<file path="src/rtl/powlib_pkg.sv">
// Shared definitions for the powlib pipe primitives: stage-type selectors and
// a constant-evaluable clog2 used to size occupancy counters.
package powlib_pkg;

  localparam int POWLIB_STAGE_SKID = 1;
  localparam int POWLIB_STAGE_REG  = 0;

  // Bits needed to hold values 0..n-1; never less than one bit.
  function automatic int clog2(input int n);
    int r = 0;
    for (int v = n - 1; v > 0; v = v >> 1) r++;
    return (r < 1) ? 1 : r;
  endfunction

endpackage

</file>
<file path="src/rtl/powlib_flippipe_stage.sv">
// One elastic stage of the flip pipe: either a 2-entry skid buffer with a
// registered ready, or a single register whose ready looks through downstream.
module powlib_flippipe_stage
  import powlib_pkg::*;
#(
  parameter int             W    = 8,
  parameter logic [W-1:0]   INIT = '0,
  parameter int             EHB  = POWLIB_STAGE_SKID
) (
  input  logic         clk,
  input  logic         rst,
  input  logic         flush,
  input  logic [W-1:0] up_data,
  input  logic         up_vld,
  output logic         up_rdy,
  output logic [W-1:0] dn_data,
  output logic         dn_vld,
  input  logic         dn_rdy,
  output logic [1:0]   cnt
);

  if (EHB == POWLIB_STAGE_SKID) begin : g_skid
    logic [W-1:0] m;
    logic [W-1:0] s;
    logic         mv;
    logic         sv;
    logic         acc;
    logic         pop;

    // Ready depends only on the skid flag, so out_rdy never reaches in_rdy.
    assign up_rdy = !sv && !flush;
    assign acc    = up_vld && up_rdy;
    assign pop    = mv && dn_rdy && !flush;

    // NOTE: state registers use non-blocking assignments so every stage samples
    // its neighbours' pre-edge values regardless of evaluation order.
    // NOTE: data registers are reset too, so out_data shows INIT after reset.
    always_ff @(posedge clk or negedge rst) begin
      if (!rst) begin
        m  <= INIT;
        s  <= INIT;
        mv <= 1'b0;
        sv <= 1'b0;
      end else if (flush) begin
        mv <= 1'b0;
        sv <= 1'b0;
      end else if (pop) begin
        if (sv) begin
          m  <= s;
          sv <= 1'b0;
        end else begin
          mv <= acc;
          if (acc) m <= up_data;
        end
      end else if (acc) begin
        if (mv) begin
          s  <= up_data;
          sv <= 1'b1;
        end else begin
          m  <= up_data;
          mv <= 1'b1;
        end
      end
    end

    assign dn_vld  = mv && !flush;
    assign dn_data = m;
    assign cnt     = {1'b0, mv} + {1'b0, sv};
  end else begin : g_reg
    logic [W-1:0] r;
    logic         rv;
    logic         acc;
    logic         pop;

    // A full register can still accept when its word leaves this same cycle.
    assign up_rdy = (!rv || dn_rdy) && !flush;
    assign acc    = up_vld && up_rdy;
    assign pop    = rv && dn_rdy && !flush;

    always_ff @(posedge clk or negedge rst) begin
      if (!rst) begin
        r  <= INIT;
        rv <= 1'b0;
      end else if (flush) begin
        rv <= 1'b0;
      end else if (acc) begin
        r  <= up_data;
        rv <= 1'b1;
      end else if (pop) begin
        rv <= 1'b0;
      end
    end

    assign dn_vld  = rv && !flush;
    assign dn_data = r;
    assign cnt     = {1'b0, rv};
  end

endmodule

</file>
<file path="src/rtl/powlib_flippipe.sv">
// D-stage valid/ready register pipeline with synchronous flush and a live
// occupancy count; stage flavour selected by EHB.
module powlib_flippipe
  import powlib_pkg::*;
#(
  parameter int           W    = 8,
  parameter int           D    = 2,
  parameter logic [W-1:0] INIT = '0,
  parameter int           EHB  = POWLIB_STAGE_SKID,
  localparam int          C    = (EHB == POWLIB_STAGE_SKID) ? 2 * D : D,
  localparam int          CW   = clog2(C + 1)
) (
  input  logic          clk,
  input  logic          rst,
  input  logic          flush,
  input  logic [W-1:0]  in_data,
  input  logic          in_vld,
  output logic          in_rdy,
  output logic [W-1:0]  out_data,
  output logic          out_vld,
  input  logic          out_rdy,
  output logic [CW-1:0] cnt
);

  for (genvar i = 0; i < D; i++) begin : g_stage
    logic [W-1:0]  up_data;
    logic          up_vld;
    logic          up_rdy;
    logic [W-1:0]  dn_data;
    logic          dn_vld;
    logic          dn_rdy;
    logic [1:0]    scnt;
    logic [CW-1:0] psum;

    // psum accumulates stage occupancies from the head towards the tail.
    if (i == 0) begin : g_head
      assign up_data = in_data;
      assign up_vld  = in_vld;
      assign psum    = CW'(scnt);
    end else begin : g_link
      assign up_data = g_stage[i-1].dn_data;
      assign up_vld  = g_stage[i-1].dn_vld;
      assign psum    = g_stage[i-1].psum + CW'(scnt);
    end

    if (i == D - 1) begin : g_tail
      assign dn_rdy = out_rdy;
    end else begin : g_mid
      assign dn_rdy = g_stage[i+1].up_rdy;
    end

    powlib_flippipe_stage #(
      .W    (W),
      .INIT (INIT),
      .EHB  (EHB)
    ) u_stage (
      .clk     (clk),
      .rst     (rst),
      .flush   (flush),
      .up_data (up_data),
      .up_vld  (up_vld),
      .up_rdy  (up_rdy),
      .dn_data (dn_data),
      .dn_vld  (dn_vld),
      .dn_rdy  (dn_rdy),
      .cnt     (scnt)
    );
  end

  assign in_rdy   = g_stage[0].up_rdy;
  assign out_vld  = g_stage[D-1].dn_vld;
  assign out_data = g_stage[D-1].dn_data;
  assign cnt      = g_stage[D-1].psum;

endmodule
</file>
<file path="config.mk">
export PLATFORM = sky130hd
export DESIGN_NAME = powlib_flippipe
export DESIGN_NICKNAME = d
export VERILOG_FILES = /design/src/rtl/powlib_pkg.sv /design/src/rtl/powlib_flippipe_stage.sv /design/src/rtl/powlib_flippipe.sv
export SDC_FILE = /design/constraint.sdc
export NUM_CORES = 1
export LEC_CHECK = 0
export BUFFER_PORTS_ARGS = -buffer_cell sky130_fd_sc_hd__buf_4
export CORE_MARGIN = 2
export CORE_UTILIZATION = 35
export CTS_BUF_LIST = sky130_fd_sc_hd__clkbuf_8 sky130_fd_sc_hd__clkbuf_16
export DETAILED_ROUTE_END_ITERATION = 10
export RECOVER_POWER = 25
export SETUP_SLACK_MARGIN = 0.1
export SLEW_MARGIN = 30
export SYNTH_ARGS = -nofsm -noshare
export SYNTH_HDL_FRONTEND = slang
export SYNTH_SLANG_ARGS = --single-unit
</file>
<file path="constraint.sdc">
create_clock -name clk -period 1.9 [get_ports clk]
set_input_delay 0.19 -clock clk [delete_from_list [all_inputs] [get_ports clk]]
set_output_delay 0.19 -clock clk [all_outputs]
set_load 0.02 [all_outputs]
</file>
==> key figures, run 1 <==
Route
  • Wirelength per Cell: 14.5 um
  • Drt initial violations: 33
  • Via count of the routed design: 1081
  • Number of remaining DRC errors: 0
  • Vias per Instance: 4.76
  • Total length of routed wires: 3.30 mm
  • Detail Route Antenna Nets: 0
  • Count of TritonRoute iterations in the first routing pass: 4

Worst setup path
  • Number of cell instances on the worst register-to-register path: 6
  • Critical setup path kind: flop to output pin
  • Worst EP required: 1.71 ns
  • Highest net fanout along the worst path: 2
  • Startpoint type of the worst setup path: flop
  • Endpoint arrival time on the critical path: 1.79 ns
  • Capturing element type of the critical path: output pin

Clocking
  • CTS HTree Levels: 2
  • Maximum count of clock buffers along a single path: 2
  • TritonCTS clock tree: yes
  • Clock sink total: 36
  • Worst-Skew Late Latency: 0.28 ns
  • Cell at the root of the clock tree: sky130_fd_sc_hd__clkbuf_8
  • Clock slew seen by the registers of the worst setup and hold paths: 0.07 ns
  • Number of buffers created by CTS: 5

Layout
  • Area added between synthesis and finish: 29.1%
  • Number of nets in the layout: 178
  • Post-route standard cell area excluding fillers: 0.00222 mm2
  • Number of antenna diodes: 0
  • Share of layout cells above drive strength 1: 65.6%
  • Fillers: 423

Yosys
  • Yosys reg bits: 36
  • Avg Synthesized Cell Area: 14.2 um2
  • Mapped cell area: 0.00172 mm2
  • Number of synthesis warnings: 0
  • Post-synthesis cell count: 121
  • Post-synthesis cell type count: 23
  • Post-Syn Nets: 137
  • Sequential share of the synthesized area: 52.3%

Power
  • Peak VDD IR: 0.550 mV
  • Leakage power: 1.03 nW
  • Pwr per Cell Area: 920 mW/mm2

Global route
  • Global-route total usage across every layer: 12.7%
  • Number of antenna violations at the first check in global routing: 0
  • Total grt overflow: 0
  • Number of global-route vias before repair: 1107
  • Largest net degree at the start of global routing: 37
  • Global-route wire length before repair: 5.16 mm

Hold path
  • WHS Path Cells: 2
  • Class of the tightest hold or removal check: input port to flop

Placed design
  • Sum of net half-perimeters after detailed placement: 2.21 mm
  • Number of port buffers: 25
  • Post-place instance area: 0.00200 mm2
  • Placement Setup Slack: 0.128 ns
  • Weighted congestion reported at the end of routability-driven placement: 0.709

Timing
  • Worst slew margin relative to its limit: 41.4%
  • Number of hold-slack violations in the final timing report: 0
  • Transition time at the pin with the least slew margin: 0.879 ns
  • Setup slack of the critical path after layout: -0.0802 ns
  • Final-report setup violation count: 1
  • Clock Skews: 0.00580 ns
  • Final period utilization: 104%
  • Worst hold slack after final layout: 0.119 ns
  • Final Slew Violations: 0
  • Highest achievable clock rate: 505 MHz
  • Time the worst path needs with I/O delays and setup: 1.98 ns
  • Unrepaired setup endpoints after global routing: yes

Run status
  • Violated checks: negative setup slack
  • Outcome: finished, violations left

Die
  • Initial core utilization: 36.5%
  • Total I/O pin count: 26
  • Floorplan Core Area: 0.00472 mm2
  • Cell Rows: 25
  • Horizontal extent of the die: 74.2 um
  • Die Span Y: 74.2 um
  • Full die area: 0.00550 mm2

Run
  • Max-cap violations: 0
## per-stage QoR
stage	util [%]	std cells	total power [W]	setup TNS (ns)
finish	47.1	227	0.00205	-0.0802
detailed placement	42.4	214	0.00155	0
floorplan	-	121	0.00133	0
CTS	45.6	222	0.00206	-0.0771
global route	47.1	227	0.00217	-0.172
global placement	42.4	214	0.00153	0
## kinds of logic after synthesis
logic type      after synthesis  synth area share, %
buf+inv                      12                 3.78
compound gates                9                 4.72
simple gates                 13                 5.23
flops                        36                 52.3
mux                          48                 31.4
fa+ha+maj                     3                 2.61
## metal layers
layer	GRT usage [%]	vias to the layer above	wire length (um)
met2	20.6	27	1670
met4	5.45	0	97
met3	4.07	11	122
met5	0	-	0
met1	15.6	537	1400
li1	-	506	-
## worst paths after layout
| check | from | endpoint | slack [ns] |
|---|---|---|---|
| setup / recovery | g_stage[1].u_stage.g_skid.mv | cnt[1] | -0.08 |
| hold / removal | out_rdy | g_stage[1].u_stage.g_skid.sv | 0.12 |
| setup reg to reg | g_stage[0].u_stage.g_skid.mv | g_stage[0].u_stage.dn_data[2] | 0.11 |
| hold reg to reg | g_stage[1].u_stage.dn_data[5] | g_stage[1].u_stage.dn_data[5] | 0.51 |
| max in group asynchronous | rst | g_stage[1].u_stage.g_skid.sv | 0.73 |
| min in group asynchronous | rst | g_stage[0].u_stage.g_skid.mv | 0.57 |
## synth_stat cells, drive strengths merged
cell,n,area share (%)
a211oi,2,1.2
o2bb2ai,1,0.51
nand2b,1,0.36
nand4b,1,0.87
a21oi,4,1.2
nor2b,3,1.5
o21ai,1,0.29
nand2,1,0.22
nor4bb,1,0.58
mux2,48,31
and3,1,0.36
nor3,1,0.29
ha,2,1.5
nor2,3,0.65
nand4,1,0.36
inv,6,1.3
a2111oi,1,1.6
fa,1,1.2
dfrtp,36,52
buf,6,2.5
## repair_timing
item / in CTS / in global routing
gates resized for setup: 12 / 12
pin swaps: 3 / 2
buffers inserted: 2 / 5
endpoints found under the hold margin: 36 / 0
setup endpoints to repair: 3 / 24
hold buffers: 1 / 0
## flip-flops by register name, summed over array words and instances, names as in the netlist
signal,flops
g_stage.u_stage.dn_data,16
g_stage.u_stage.g_skid.s,16
g_stage.u_stage.g_skid.mv,2
g_stage.u_stage.g_skid.sv,2
## worst max-delay path, cell delays in order (launching register included)
cell	delay, ns
sky130_fd_sc_hd__dfrtp_1	0.36
sky130_fd_sc_hd__inv_2	0.05
sky130_fd_sc_hd__fa_1	0.55
sky130_fd_sc_hd__inv_2	0.05
sky130_fd_sc_hd__ha_4	0.15
sky130_fd_sc_hd__ha_4	0.25
sky130_fd_sc_hd__buf_6	0.10
## cells in the final DEF (no fill, tap or decap), types with 2 or more instances in the layout
cell | Yosys | layout
sky130_fd_sc_hd__inv_1 | 6 | 2
sky130_fd_sc_hd__nor2b_1 | 2 | 2
sky130_fd_sc_hd__nor2_1 | 3 | 3
sky130_fd_sc_hd__buf_4 | 0 | 33
sky130_fd_sc_hd__a21oi_1 | 4 | 4
sky130_fd_sc_hd__dfrtp_1 | 36 | 35
sky130_fd_sc_hd__ha_4 | 0 | 2
sky130_fd_sc_hd__inv_2 | 0 | 4
sky130_fd_sc_hd__buf_6 | 2 | 5
sky130_fd_sc_hd__mux2_2 | 48 | 40
sky130_fd_sc_hd__mux2_4 | 0 | 8
sky130_fd_sc_hd__clkbuf_8 | 0 | 5
## layout make-up
cell class	count	area (um2)	share of cell area, %
inverter	6	22.5	1.01
timing repair buffer	40	319	14.3
multi-input combinational	73	828	37.2
tap	67	83.8	3.77
clock buffer	5	68.8	3.09
sequential	36	902	40.6
## power breakdown
group / switching (W) / total (W) / internal (W)
Combinational: 0.000248 / 0.000559 / 0.000310
Sequential: 0.0000906 / 0.00101 / 0.000924
Clock: 0.000237 / 0.000473 / 0.000236
No activity file was read; power rests on OpenSTA's default activity.
==> run 2: changes to the inputs <==
--- a/config.mk
+++ b/config.mk
@@ -15,4 +15,5 @@
 export SLEW_MARGIN = 30
 export SYNTH_ARGS = -nofsm -noshare
 export SYNTH_HDL_FRONTEND = slang
+export SYNTH_HIERARCHICAL = 1
 export SYNTH_SLANG_ARGS = --single-unit
==> run 2 against run 1 <==
Die area rose by 1.8%. Final cell count rose by 3.1%. Largest cell class is now multi-input gates. Highest routed layer unchanged. The run still ends with negative setup slack left. Sequential share of layout area fell by 2.2 points.
==> key figures, run 2 <==
Run status
  • Outcome: finished, violations left
  • Violated checks: negative setup slack

Yosys
  • Post-synthesis cell count: 121
  • Proportion of synthesized area in mux cells: 30.8%
  • Post-Syn Nets: 138
  • Yosys reg bits: 36
  • Cell taking the most area after synthesis: sky130_fd_sc_hd__dfrtp_1
  • Mapped cell area: 0.00176 mm2
  • Post-synthesis cell type count: 16
  • Synthesized-area fraction occupied by ao, oa, aoi and oai cells: 5.70%
  • Synth top area share: 51.3%
  • Top_reg_cell synth: sky130_fd_sc_hd__dfrtp_1
  • Most common cell in the netlist: sky130_fd_sc_hd__mux2_2
  • Adder and majority cell fraction of the synthesized area: 3.28%
  • Post-synthesis share of cell area spent on xor and xnor gates: 0%
  • Share of synthesized registers carrying an async set or reset: 100%
  • Synth top area cells: sky130_fd_sc_hd__dfrtp_1 51%, sky130_fd_sc_hd__mux2_2 31%, sky130_fd_sc_hd__a2111oi_4 3.1%, sky130_fd_sc_hd__ha_1 2.1%, sky130_fd_sc_hd__nor3b_4 2.1%
  • Number of flops mapped to enable cells by yosys: 0
  • Cell types with the highest counts after synthesis: 48 x sky130_fd_sc_hd__mux2_2, 36 x sky130_fd_sc_hd__dfrtp_1, 5 x sky130_fd_sc_hd__inv_1
  • Avg Synthesized Cell Area: 14.5 um2
  • Sequential share of the synthesized area: 51.3%
  • Synth Area in Simple Gates: 6.84%
  • Number of synthesis warnings: 6
  • Main combinational cell family by area after synthesis: multiplexers

Worst setup path
  • Number of cell instances on the worst register-to-register path: 7
  • Buffers and inverters on the worst path: 3
  • Capturing element type of the critical path: output pin
  • Library cell contributing the largest single delay on the critical path: sky130_fd_sc_hd__fa_1
  • Worst EP required: 1.71 ns
  • Startpoint type of the worst setup path: flop
  • Critical setup path kind: flop to output pin
  • Cell breakdown of the critical path: ha_4, ha_4, inv_2, fa_1, inv_1, buf_6
  • Endpoint arrival time on the critical path: 1.77 ns
  • Worst reg2reg startpoint: g_stage[1].u_stage/g_skid.sv
  • Highest net fanout along the worst path: 2
  • Maximum single-stage delay on the critical path: 0.47 ns
  • Most repeated library cell on the critical path: sky130_fd_sc_hd__ha_4
  • Depth of the critical timing path with buffers and inverters included: 6
  • Register-to-register setup slack: 0 ns
  • Kind of cell adding the most delay to the critical path: adder cells
  • Critical R2R Capture: g_stage[0].u_stage/dn_data[4]

Timing
  • Unrepaired setup endpoints after global routing: yes
  • Highest achievable clock rate: 511 MHz
  • Time the worst path needs with I/O delays and setup: 1.96 ns
  • Setup slack of the critical path after layout: -0.0571 ns
  • Clock Skews: 0.00514 ns
  • Worst slew margin relative to its limit: 40.6%
  • Final Slew Violations: 0
  • Final period utilization: 103%
  • Final-report setup violation count: 2
  • Worst hold slack after final layout: 0.150 ns
  • Number of hold-slack violations in the final timing report: 0
  • Transition time at the pin with the least slew margin: 0.891 ns

Power
  • Int Pwr: 0.00154 W
  • Share of power burned in registers: 48.7%
  • Total Power Consumption: 0.00215 W
  • Leakage power: 1.09 nW
  • Fraction of power consumed by the clock network: 22.6%
  • Net Switching: 0.000610 W
  • Switching power share of the total: 28.4%
  • Peak VDD IR: 0.490 mV
  • Combinational share of power: 28.7%
  • Pwr per Cell Area: 915 mW/mm2

Placed design
  • Placement Setup Slack: 0.0714 ns
  • Sum of net half-perimeters after detailed placement: 2.29 mm
  • Number of port buffers: 25
  • Weighted congestion reported at the end of routability-driven placement: 0.720
  • Post-place instance area: 0.00208 mm2

Route
  • Via count of the routed design: 1125
  • Count of TritonRoute iterations in the first routing pass: 4
  • Wirelength per Cell: 14.2 um
  • Met3 wirelength from detailed routing: 128 um
  • Routed metal-1 wire length: 1.39 mm
  • Top routing layer in use: met4
  • Vias per Instance: 4.81
  • Detail Route Antenna Nets: 0
  • DR WL met2: 1.79 mm
  • Drt initial violations: 33
  • Total length of routed wires: 3.33 mm
  • Number of remaining DRC errors: 0

Die
  • Initial core utilization: 36.7%
  • Floorplan Core Area: 0.00479 mm2
  • Die Span Y: 74.8 um
  • Horizontal extent of the die: 74.8 um
  • Full die area: 0.00560 mm2
  • Total I/O pin count: 26
  • Cell Rows: 25

Clocking
  • Clock slew seen by the registers of the worst setup and hold paths: 0.07 ns
  • Worst-Skew Late Latency: 0.28 ns
  • CTS HTree Levels: 2
  • TritonCTS clock tree: yes
  • Number of buffers created by CTS: 5
  • Clock sink total: 36
  • Cell at the root of the clock tree: sky130_fd_sc_hd__clkbuf_8
  • Maximum count of clock buffers along a single path: 2

Global route
  • Total grt overflow: 0
  • Largest net degree at the start of global routing: 37
  • Global-route wire length before repair: 5.31 mm
  • Number of antenna violations at the first check in global routing: 0
  • Number of global-route vias before repair: 1181
  • Global-route total usage across every layer: 12.7%

Hold path
  • Class of the tightest hold or removal check: input port to flop
  • WHS Path Cells: 2
  • Hold Startpoint: out_rdy
  • Endpoint of the worst hold-timing path: g_stage[1].u_stage/g_skid.sv

Layout
  • Area added between synthesis and finish: 33.9%
  • Highest-count cells in the layout ignoring fill and taps: 40 x sky130_fd_sc_hd__mux2_2, 35 x sky130_fd_sc_hd__dfrtp_1, 32 x sky130_fd_sc_hd__buf_4
  • Number of antenna diodes: 0
  • Share of layout cells above drive strength 1: 65.3%
  • Number of nets in the layout: 184
  • Post-route standard cell area excluding fillers: 0.00235 mm2
  • Most common library cell in the layout ignoring fill and taps: sky130_fd_sc_hd__mux2_2

Run
  • Max-cap violations: 0
[run 2: layout make-up]
| class | instances | area, um2 |
|---|---|---|
| fill | 414 | 2430 |
| multi-input combinational | 76 | 910 |
| sequential | 36 | 902 |
| timing repair buffer | 41 | 352 |
| tap | 67 | 83.8 |
| clock buffer | 5 | 68.8 |
| inverter | 7 | 26.3 |
| clock inverter | 2 | 8.76 |
[run 2: power groups by stage]
| stage | Combinational [W] | Clock (W) | Sequential, W |
|---|---|---|---|
| floorplan | 0.000256 | 0 | 0.00113 |
| global route | 0.000665 | 0.000552 | 0.00107 |
| CTS | 0.000588 | 0.000512 | 0.00105 |
| global placement | 0.000554 | 0 | 0.00105 |
| detailed placement | 0.000567 | 0 | 0.00106 |
| finish | 0.000617 | 0.000486 | 0.00105 |
[run 2: cells by family (layout without fill, tap and decap cells)]
| family | Yosys count | count (layout) |
|---|---|---|
| buffers and inverters | 9 | 55 |
| AND/OR/NAND/NOR | 14 | 14 |
| flip-flops | 36 | 36 |
| AO/OA/AOI/OAI | 10 | 10 |
| multiplexers | 48 | 48 |
| adder cells (fa/ha/maj) | 4 | 4 |
[run 2: how the worst max path moves through the flow]
stage / startpoint / end / slack, ns
global route: g_stage[1].u_stage/g_skid.sv / cnt[1] / -0.13
CTS: g_stage[0].u_stage/g_skid.sv / cnt[1] / -0.09
detailed placement: g_stage[1].u_stage/g_skid.sv / g_stage[0].u_stage/dn_data[4] / 0.07
floorplan: g_stage[1].u_stage/g_skid.mv / g_stage[1].u_stage/g_skid.s[0] / 0.11
global placement: g_stage[0].u_stage/g_skid.mv / cnt[1] / 0.15
finish: g_stage[1].u_stage/g_skid.sv / cnt[1] / -0.06
[run 2: stage by stage]
step / setup TNS [ns] / cells / utilization, %
floorplan: 0 / 121 / -
global placement: 0 / 217 / 43.4
detailed placement: 0 / 217 / 43.4
CTS: -0.0933 / 227 / 46.9
global route: -0.713 / 234 / 49.1
finish: -0.0577 / 234 / 49.1
[run 2: what timing repair did]
item                                    4_1_cts  5_1_grt
resized for setup                            12       11
hold buffers                                  1        0
endpoints found under the setup margin       10       34
endpoints found under the hold margin        36        0
setup buffers                                 2        7
pin swaps                                     4        5
[run 2: routing by layer]
metal	track usage [%]	up-vias
li1	-	521
met1	15.1	579
met2	22.2	21
met3	4.15	4
met4	3.17	0
met5	0	-
